File: config.mk
export PLATFORM = sky130hd
export DESIGN_NAME = jt49_env_div_flat
export DESIGN_NICKNAME = d
export VERILOG_FILES = /design/src/rtl/jt49_pkg.sv /design/src/rtl/jt49_env_div_if.sv /design/src/rtl/jt49_env_cnt.sv /design/src/rtl/jt49_env_div.sv /design/src/flat_wrapper.sv
export SDC_FILE = /design/constraint.sdc
export NUM_CORES = 1
export LEC_CHECK = 0
export BUFFER_PORTS_ARGS = -buffer_cell sky130_fd_sc_hd__buf_2
export CORE_MARGIN = 2
export CORE_UTILIZATION = 58
export CTS_BUF_LIST = sky130_fd_sc_hd__clkbuf_8
export CTS_CLUSTER_SIZE = 28
export DETAILED_ROUTE_END_ITERATION = 6
export GPL_TIMING_DRIVEN = 1
export PLACE_DENSITY = 0.75
export SLEW_MARGIN = 20
export SYNTH_ARGS = -nofsm -noshare
export SYNTH_HDL_FRONTEND = slang
export SYNTH_HIERARCHICAL = 1
export SYNTH_SLANG_ARGS = --single-unit
File: constraint.sdc
create_clock -name clk -period 7.5 [get_ports clk]
set_input_delay 1.5 -clock clk [delete_from_list [all_inputs] [get_ports clk]]
set_output_delay 1.5 -clock clk [all_outputs]
set_load 0.1 [all_outputs]
File: src/rtl/jt49_pkg.sv
// Shared JT49 definitions: envelope register addresses and shape-bit positions.
package jt49_pkg;

  localparam logic [3:0] ENV_PER_LO = 4'd11;
  localparam logic [3:0] ENV_PER_HI = 4'd12;
  localparam logic [3:0] ENV_SHAPE  = 4'd13;

  // Positions inside ctrl = {CONT, ATT, ALT, HOLD}
  localparam int unsigned CTRL_HOLD = 0;
  localparam int unsigned CTRL_ALT  = 1;
  localparam int unsigned CTRL_ATT  = 2;
  localparam int unsigned CTRL_CONT = 3;

endpackage

File: src/rtl/jt49_env_div_if.sv
// Register write bus into the envelope divider.
interface jt49_env_div_if;

  logic       wr;
  logic [3:0] addr;
  logic [7:0] din;

  modport master (output wr, output addr, output din);
  modport slave  (input  wr, input  addr, input  din);

endinterface

File: src/rtl/jt49_env_cnt.sv
// Envelope prescaler, 16-bit period counter and step toggle.
module jt49_env_cnt #(
  parameter int unsigned PRESCALE = 8
) (
  input  logic        clk,
  input  logic        rst,
  input  logic        cen,
  input  logic        clr,
  input  logic [15:0] period,
  output logic        step
);

  localparam int unsigned PW = $clog2(PRESCALE);

  logic [PW-1:0] presc_q, presc_d;
  logic [15:0]   cnt_q, cnt_d;
  logic          step_q, step_d;
  logic          tick;
  logic [16:0]   cnt_inc;

  always_comb begin
    presc_d = presc_q;
    cnt_d   = cnt_q;
    step_d  = step_q;
    tick    = cen && (presc_q == PW'(PRESCALE - 1));
    // 17 bits so that period 0xFFFF is reachable without wrapping
    cnt_inc = {1'b0, cnt_q} + 17'd1;
    if (clr) begin
      presc_d = '0;
      cnt_d   = '0;
      step_d  = 1'b0;
    end else begin
      if (cen) begin
        presc_d = presc_q + PW'(1);
      end
      if (tick && (period != 16'd0)) begin
        if (cnt_inc >= {1'b0, period}) begin
          cnt_d  = '0;
          step_d = ~step_q;
        end else begin
          cnt_d = cnt_inc[15:0];
        end
      end
    end
  end

  always_ff @(posedge clk) begin
    if (rst) begin
      presc_q <= '0;
      cnt_q   <= '0;
      step_q  <= 1'b0;
    end else begin
      presc_q <= presc_d;
      cnt_q   <= cnt_d;
      step_q  <= step_d;
    end
  end

  assign step = step_q;

endmodule

File: src/rtl/jt49_env_div.sv
// Envelope period divider: decodes period/shape writes, issues the restart
// pulse and hands counting to jt49_env_cnt.
module jt49_env_div
  import jt49_pkg::*;
#(
  parameter int unsigned PRESCALE = 8
) (
  input  logic          clk,
  input  logic          rst,
  input  logic          cen,
  jt49_env_div_if.slave bus,
  output logic          step,
  output logic          null_period,
  output logic          restart,
  output logic [3:0]    ctrl
);

  logic [15:0] period_q, period_d;
  logic [3:0]  ctrl_q, ctrl_d;
  logic        restart_q, restart_d;
  logic        null_q, null_d;

  always_comb begin
    period_d  = period_q;
    ctrl_d    = ctrl_q;
    restart_d = 1'b0;
    if (bus.wr) begin
      case (bus.addr)
        ENV_PER_LO: period_d[7:0]  = bus.din;
        ENV_PER_HI: period_d[15:8] = bus.din;
        ENV_SHAPE: begin
          ctrl_d[CTRL_HOLD] = bus.din[CTRL_HOLD];
          ctrl_d[CTRL_ALT]  = bus.din[CTRL_ALT];
          ctrl_d[CTRL_ATT]  = bus.din[CTRL_ATT];
          ctrl_d[CTRL_CONT] = bus.din[CTRL_CONT];
          restart_d         = 1'b1;
        end
        default: ;
      endcase
    end
    null_d = (period_d == 16'd0);
  end

  always_ff @(posedge clk) begin
    if (rst) begin
      period_q  <= '0;
      ctrl_q    <= '0;
      restart_q <= 1'b0;
      null_q    <= 1'b1;
    end else begin
      period_q  <= period_d;
      ctrl_q    <= ctrl_d;
      restart_q <= restart_d;
      null_q    <= null_d;
    end
  end

  // The registered restart doubles as the counter clear, so the clear lands
  // in the cycle after the shape write and a reset cancels it.
  jt49_env_cnt #(
    .PRESCALE (PRESCALE)
  ) u_cnt (
    .clk    (clk),
    .rst    (rst),
    .cen    (cen),
    .clr    (restart_q),
    .period (period_q),
    .step   (step)
  );

  assign null_period = null_q;
  assign restart     = restart_q;
  assign ctrl        = ctrl_q;

endmodule

File: src/flat_wrapper.sv
// flat-port wrapper written by rule: the top's interface ports become plain ports
module jt49_env_div_flat import jt49_pkg::*;
#(
  parameter int unsigned PRESCALE = 8
)
  (clk, rst, cen, step, null_period, restart, ctrl, bus_wr, bus_addr, bus_din);
  jt49_env_div_if bus_i ();
  input  logic clk;
  input  logic rst;
  input  logic cen;
  output logic step;
  output logic null_period;
  output logic restart;
  output logic [3:0] ctrl;
  input wire logic [$bits(bus_i.wr)-1:0] bus_wr;
  input wire logic [$bits(bus_i.addr)-1:0] bus_addr;
  input wire logic [$bits(bus_i.din)-1:0] bus_din;
  assign bus_i.wr = bus_wr;
  assign bus_i.addr = bus_addr;
  assign bus_i.din = bus_din;
  jt49_env_div #(.PRESCALE(PRESCALE)) u_core (.clk(clk), .rst(rst), .cen(cen), .bus(bus_i), .step(step), .null_period(null_period), .restart(restart), .ctrl(ctrl));
endmodule
# [After elaboration in Yosys (flattened, before gate mapping)]
# Index checks and enable logic that the tools add are counted.
[classes] order_cmp=1 n_reduce_logical=8 mux=5 n_addsub=2 bitwise=2 n_eq_ne=4
[op_table] op="$mux W16" count=2
[op_table] op="$add A16 B1 Y17 const B" count=1
[op_table] op="$ge A17 B16 Y1" count=1
[op_table] op="$logic_not A16 Y1" count=1
[op_table] op="$mux W8" count=2
[op_table] op="$reduce_bool A16 Y1" count=1
[op_table] op="$eq A4 B4 Y1 const B" count=3
[op_table] op="$reduce_and A2 Y1" count=2
[op_table] op="$reduce_or A2 Y1" count=2
[op_table] op="$add A3 B1 Y3 const B" count=1
[op_table] op="$eq A3 B3 Y1 const B" count=1
[op_table] op="$logic_and A1 B1 Y1" count=2
[op_table] op="$not A1 Y1" count=2
[op_table] op="$mux W1" count=1
[totals] elab_cells=29 reg_bits=42 out_inout_bits=7

# [Depth between registers and ports, before layout]
[depth] depth_word=4 mapped_depth=15

# [Modules after synthesis]
# Netlist, hierarchy kept.
[by_module_without_submodules] module="jt49_env_cnt" area_per_inst_um2=1591.5 seq_area_each_um2=400.4 cells_per_inst=217 instances=1
[by_module_without_submodules] module="jt49_env_div" area_per_inst_um2=975.9 seq_area_each_um2=440.4 cells_per_inst=115 instances=1

# [Worst setup path before layout]
# No wires, ideal clock.
[synth_timing] path_type="flip-flop to flip-flop" from="register u_core.u_cnt.cnt_q[0]" to="register u_core.u_cnt.cnt_q[11]" arrival_ns=3.121 setup_slack_ns=4.309 path_stages_with_launch=14 setup_ns=0.070 synth_period_minus_slack_ns=3.191 cell_sequence="dfxtp_1 -> ha_1 -> nand3_2 -> or4_4 -> xnor2_1 -> ha_1 -> nand2_1 -> nor3_1 -> a221o_1 -> nor4_1 -> buf_6 -> clkbuf_1 -> o21ai_0 -> a21oi_1"
[synth_via] elab_chain_len=3
[synth_lines] item="start, declared" line_no="jt49_env_cnt.sv:16" rtl="logic [15:0] cnt_q, cnt_d;"
[synth_lines] item="start signal, assigned" line_no="jt49_env_cnt.sv:54" rtl="cnt_q <= cnt_d;"
[synth_lines] item="$add A16 B1 Y17 *" line_no="jt49_env_cnt.sv:27" rtl="cnt_inc = {1'b0, cnt_q} + 17'd1;"
[synth_lines] item="$ge A17 B16 Y1" line_no="jt49_env_cnt.sv:37" rtl="if (cnt_inc >= {1'b0, period}) begin"
[synth_lines] item="$mux W16 *" line_no="jt49_env_cnt.sv:37"
# Mark *: on every way between the ends. The rest lies on a longest branch, timed or not.
# A chain may end at the register's enable or synchronous reset.

# [Worst setup path in the final report]
[layout_timing] from="register u_core.u_cnt.cnt_q[0]" to="register u_core.u_cnt.cnt_q[15]"
# The elaborated chain is that of the path after synthesis.

==> summary.txt <==
Outcome
  – Outcome: completed

Drt
  – Antenna Nets Post-Route: 0
  – WL/cell: approximately 14 um
  – Number of remaining DRC errors: 0
  – Final WL: 5500 um
  – Via density: 5.77
  – Pre-antenna DRT Iters: 4
  – Via count: 2296
  – Initial DRC count: 103

Global routing
  – Initial antenna violation count: 0
  – Global-route wire length before repair: 9710 um
  – Gr ovfl total: 0
  – Tot GR Track Use: 0.238
  – Vias in the first global route: ~2200
  – Largest net degree at the start of global routing: 32

Power and ir drop
  – P_int: 0.374 mW
  – Reg power frac: 0.468
  – Peak VDD IR: 0.000126 V
  – Sw frac: 0.233
  – Combinational share of power: 0.093
  – NetSw: ~0.11 mW
  – Clock network fraction of total power: 0.439
  – Power, Total: 0.488 mW
  – Leakage: around 1.1 nW
  – Pwr Density: 173 mW/mm^2

Floorplanning
  – Die Wd: 70.5 um
  – Core box area: 0.00429 mm^2
  – Die Height: 70.5 um
  – Std-Cell Rows: 24
  – Initial Utilization: 0.598
  – IO Count: 23
  – Die ar.: 0.00498 mm^2

Critical path
  – Max FO, Critical Path: 20
  – Critical path, cell by cell: ha_1 > nand3_2 > or4_4 > xnor2_1 > ha_1 > nand2_1 > nor3_1 > a221o_1 > nor4_2 > buf_4 > or4b_1 > a31oi_1
  – Worst setup EP type: flip-flop
  – Worst EP required: 7720 ps
  – WP buf/inv: 1
  – Crit path DAT: ~3700 ps
  – Slowest cell on the critical path: or4_4
  – CP most frequent cell: ha_1
  – Worst path max stage delay: 590 ps
  – Critical path launch point type: flip-flop
  – WS Path Type: flip-flop to flip-flop
  – Cell family with most CP delay: simple AND/OR/NAND/NOR gates

Final layout
  – Area growth, synth to finish: 9.65%
  – Fin nets: 380
  – Fill cells: 380
  – Multi-input gate area in the final layout: 0.00158 mm^2
  – Ant. Diodes: 0
  – Layout cells sized above 1: 0.118
  – Reg area: around 840 um^2

Synthesis
  – Synth warnings: 6
  – Yosys reg bits: 42
  – Post-Syn Area: roughly 0.0026 mm^2
  – Post-synth EDFFs: 0
  – Synth top area cells: dfxtp_1 (33%), ha_1 (9.3%), a21oi_1 (7.0%)
  – Yosys cell types: 42
  – Syn nets: 367
  – Synth async-reset ratio: 0
  – Ys flop type: dfxtp_1
  – Synth area leader: dfxtp_1
  – Post-Synthesis Cells: 332
  – Area share of the largest cell type after synthesis: 0.327
  – Syn Area/Cell: 7.73 um^2
  – Seq/Total Area, Yosys: 0.327

Clocking
  – Postcts setup bufs: 0
  – Clock-pin slew on the worst setup and hold paths: around 80 ps
  – Maximum clock path buffer count: 2
  – Post-CTS Hold Fix Bufs: 0
  – CTS buffer count: 5
  – CTS Sinks: 42
  – Clock tree root buffer cell: clkbuf_8
  – Post-cts sizing count: 0
  – CTS HTree Levels: 2
  – Clk_lat worst skew: 290 ps
  – CTS tree: done

Timing
  – Fin crit period: 3520 ps
  – Final Slew Violations: 0
  – Setup tns final: 0 ps
  – Final Hold Viols: 0
  – Unrepaired setup endpoints after global routing: no
  – Worst-Margin Slew: 530 ps
  – Final period utilization: 0.470
  – F_max: around 280 MHz
  – Worst slew margin: 0.645
  – Setup violators final: 0
  – Clk_skew: 5.34 ps

Placement
  – Port Buffers: 22
  – Post-DP HPWL: 3940 um
  – Global placer's final weighted congestion: 0.897

Hold path
  – Worst hold path class: flip-flop to flip-flop

Run
  – Max-Cap Viols: 0
## cells by family after synthesis
group,after synthesis,share of synthesized area
AO/OA/AOI/OAI,77,0.163
flip-flops,42,0.327
multiplexers,7,0.0273
adder cells (fa/ha/maj),19,0.0926
AND/OR/NAND/NOR,135,0.277
buffers and inverters,37,0.0614
XOR/XNOR,15,0.0512
## sequential cells by signal, indices dropped and copies added, names as in the netlist
register / cells
u_core/period_q: 16
u_core/restart: 1
u_core/u_cnt/step: 1
u_core/u_cnt/presc_q: 3
u_core/null_period: 1
u_core/ctrl: 4
u_core/u_cnt/cnt_q: 16
## stage by stage
stage               instances  cell area, um^2   util  setup WS [ps]  hold slack, ps
finish                    398             2820  0.656           3980             491
global placement          390             2680  0.624           4090             469
CTS                       398             2820  0.656           3990             493
global route              398             2820  0.656           3750             525
detailed placement        390             2680  0.624           4020             479
floorplan                 332             2570      -           4310             457
## final timing paths
path | from | to | slack, ps | cells past startpoint
min | u_core/u_cnt/cnt_q[6] | u_core/u_cnt/cnt_q[6] | 490 | 2
max | u_core/u_cnt/cnt_q[0] | u_core/u_cnt/cnt_q[15] | 3980 | 12
max reg2reg | u_core/u_cnt/cnt_q[0] | u_core/u_cnt/cnt_q[15] | 3980 | 12
min reg2reg | u_core/u_cnt/cnt_q[6] | u_core/u_cnt/cnt_q[6] | 490 | 2
## metal layers
metal | up-vias | part of all wire | global-route usage
met5 | - | 0 | 0
met4 | 0 | 0.011 | 0.0755
met2 | 41 | 0.47 | 0.388
met1 | 1059 | 0.48 | 0.320
met3 | 6 | 0.037 | 0.0456
li1 | 1190 | - | -
## power groups by stage
stage                     logic (mW)  registers [mW]  clock network, mW
final                         0.0452           0.228              0.214
after global routing          0.0493           0.229              0.230
after CTS                     0.0450           0.228              0.218
after global placement        0.0444           0.233                  0
after floorplan               0.0243           0.240                  0
after detailed placement      0.0447           0.233                  0
## cell usage after synthesis (5+ instances only)
| master | instances |
|---|---|
| inv_1 | 19 |
| a21oi_1 | 36 |
| nor3_1 | 14 |
| clkbuf_1 | 13 |
| dfxtp_1 | 42 |
| mux2i_1 | 7 |
| nand3_1 | 18 |
| nand4_1 | 6 |
| nand2_1 | 41 |
| xnor2_1 | 9 |
| nor2b_1 | 6 |
| nor2_1 | 20 |
| xor2_1 | 6 |
| nor4_1 | 8 |
| and2_1 | 5 |
| ha_1 | 19 |
| o21ai_0 | 30 |
## cell usage in the layout, fill, tap and decap left out, drive strengths merged, types with 6 or more instances in the layout
| cell type | instances |
|---|---|
| ha | 19 |
| mux2i | 7 |
| inv | 19 |
| nand2 | 41 |
| xor2 | 6 |
| nor4 | 8 |
| buf | 24 |
| xnor2 | 9 |
| nor2 | 21 |
| nand3 | 20 |
| a21oi | 36 |
| nor2b | 6 |
| nand4 | 6 |
| nor3 | 14 |
| o21ai | 30 |
| dfxtp | 42 |
## area by class of cell
type,count,share of cell area
clock buffers,5,0.0244
well taps,52,0.0231
clock inverters,3,0.0244
flip-flops and latches,42,0.299
repair buffers,24,0.0444
multi-input cells,253,0.560
inverters,19,0.0253
## worst reg2reg max path: stages, from the launching register on
cell and delay, ps:
dfxtp_1 420, ha_1 260, nand3_2 170, or4_4 600, xnor2_1 140, ha_1 290
nand2_1 90, nor3_1 70, a221o_1 320, nor4_2 210, buf_4 260, or4b_1 450
a31oi_1 170
Power figures use the tool's default switching activity.
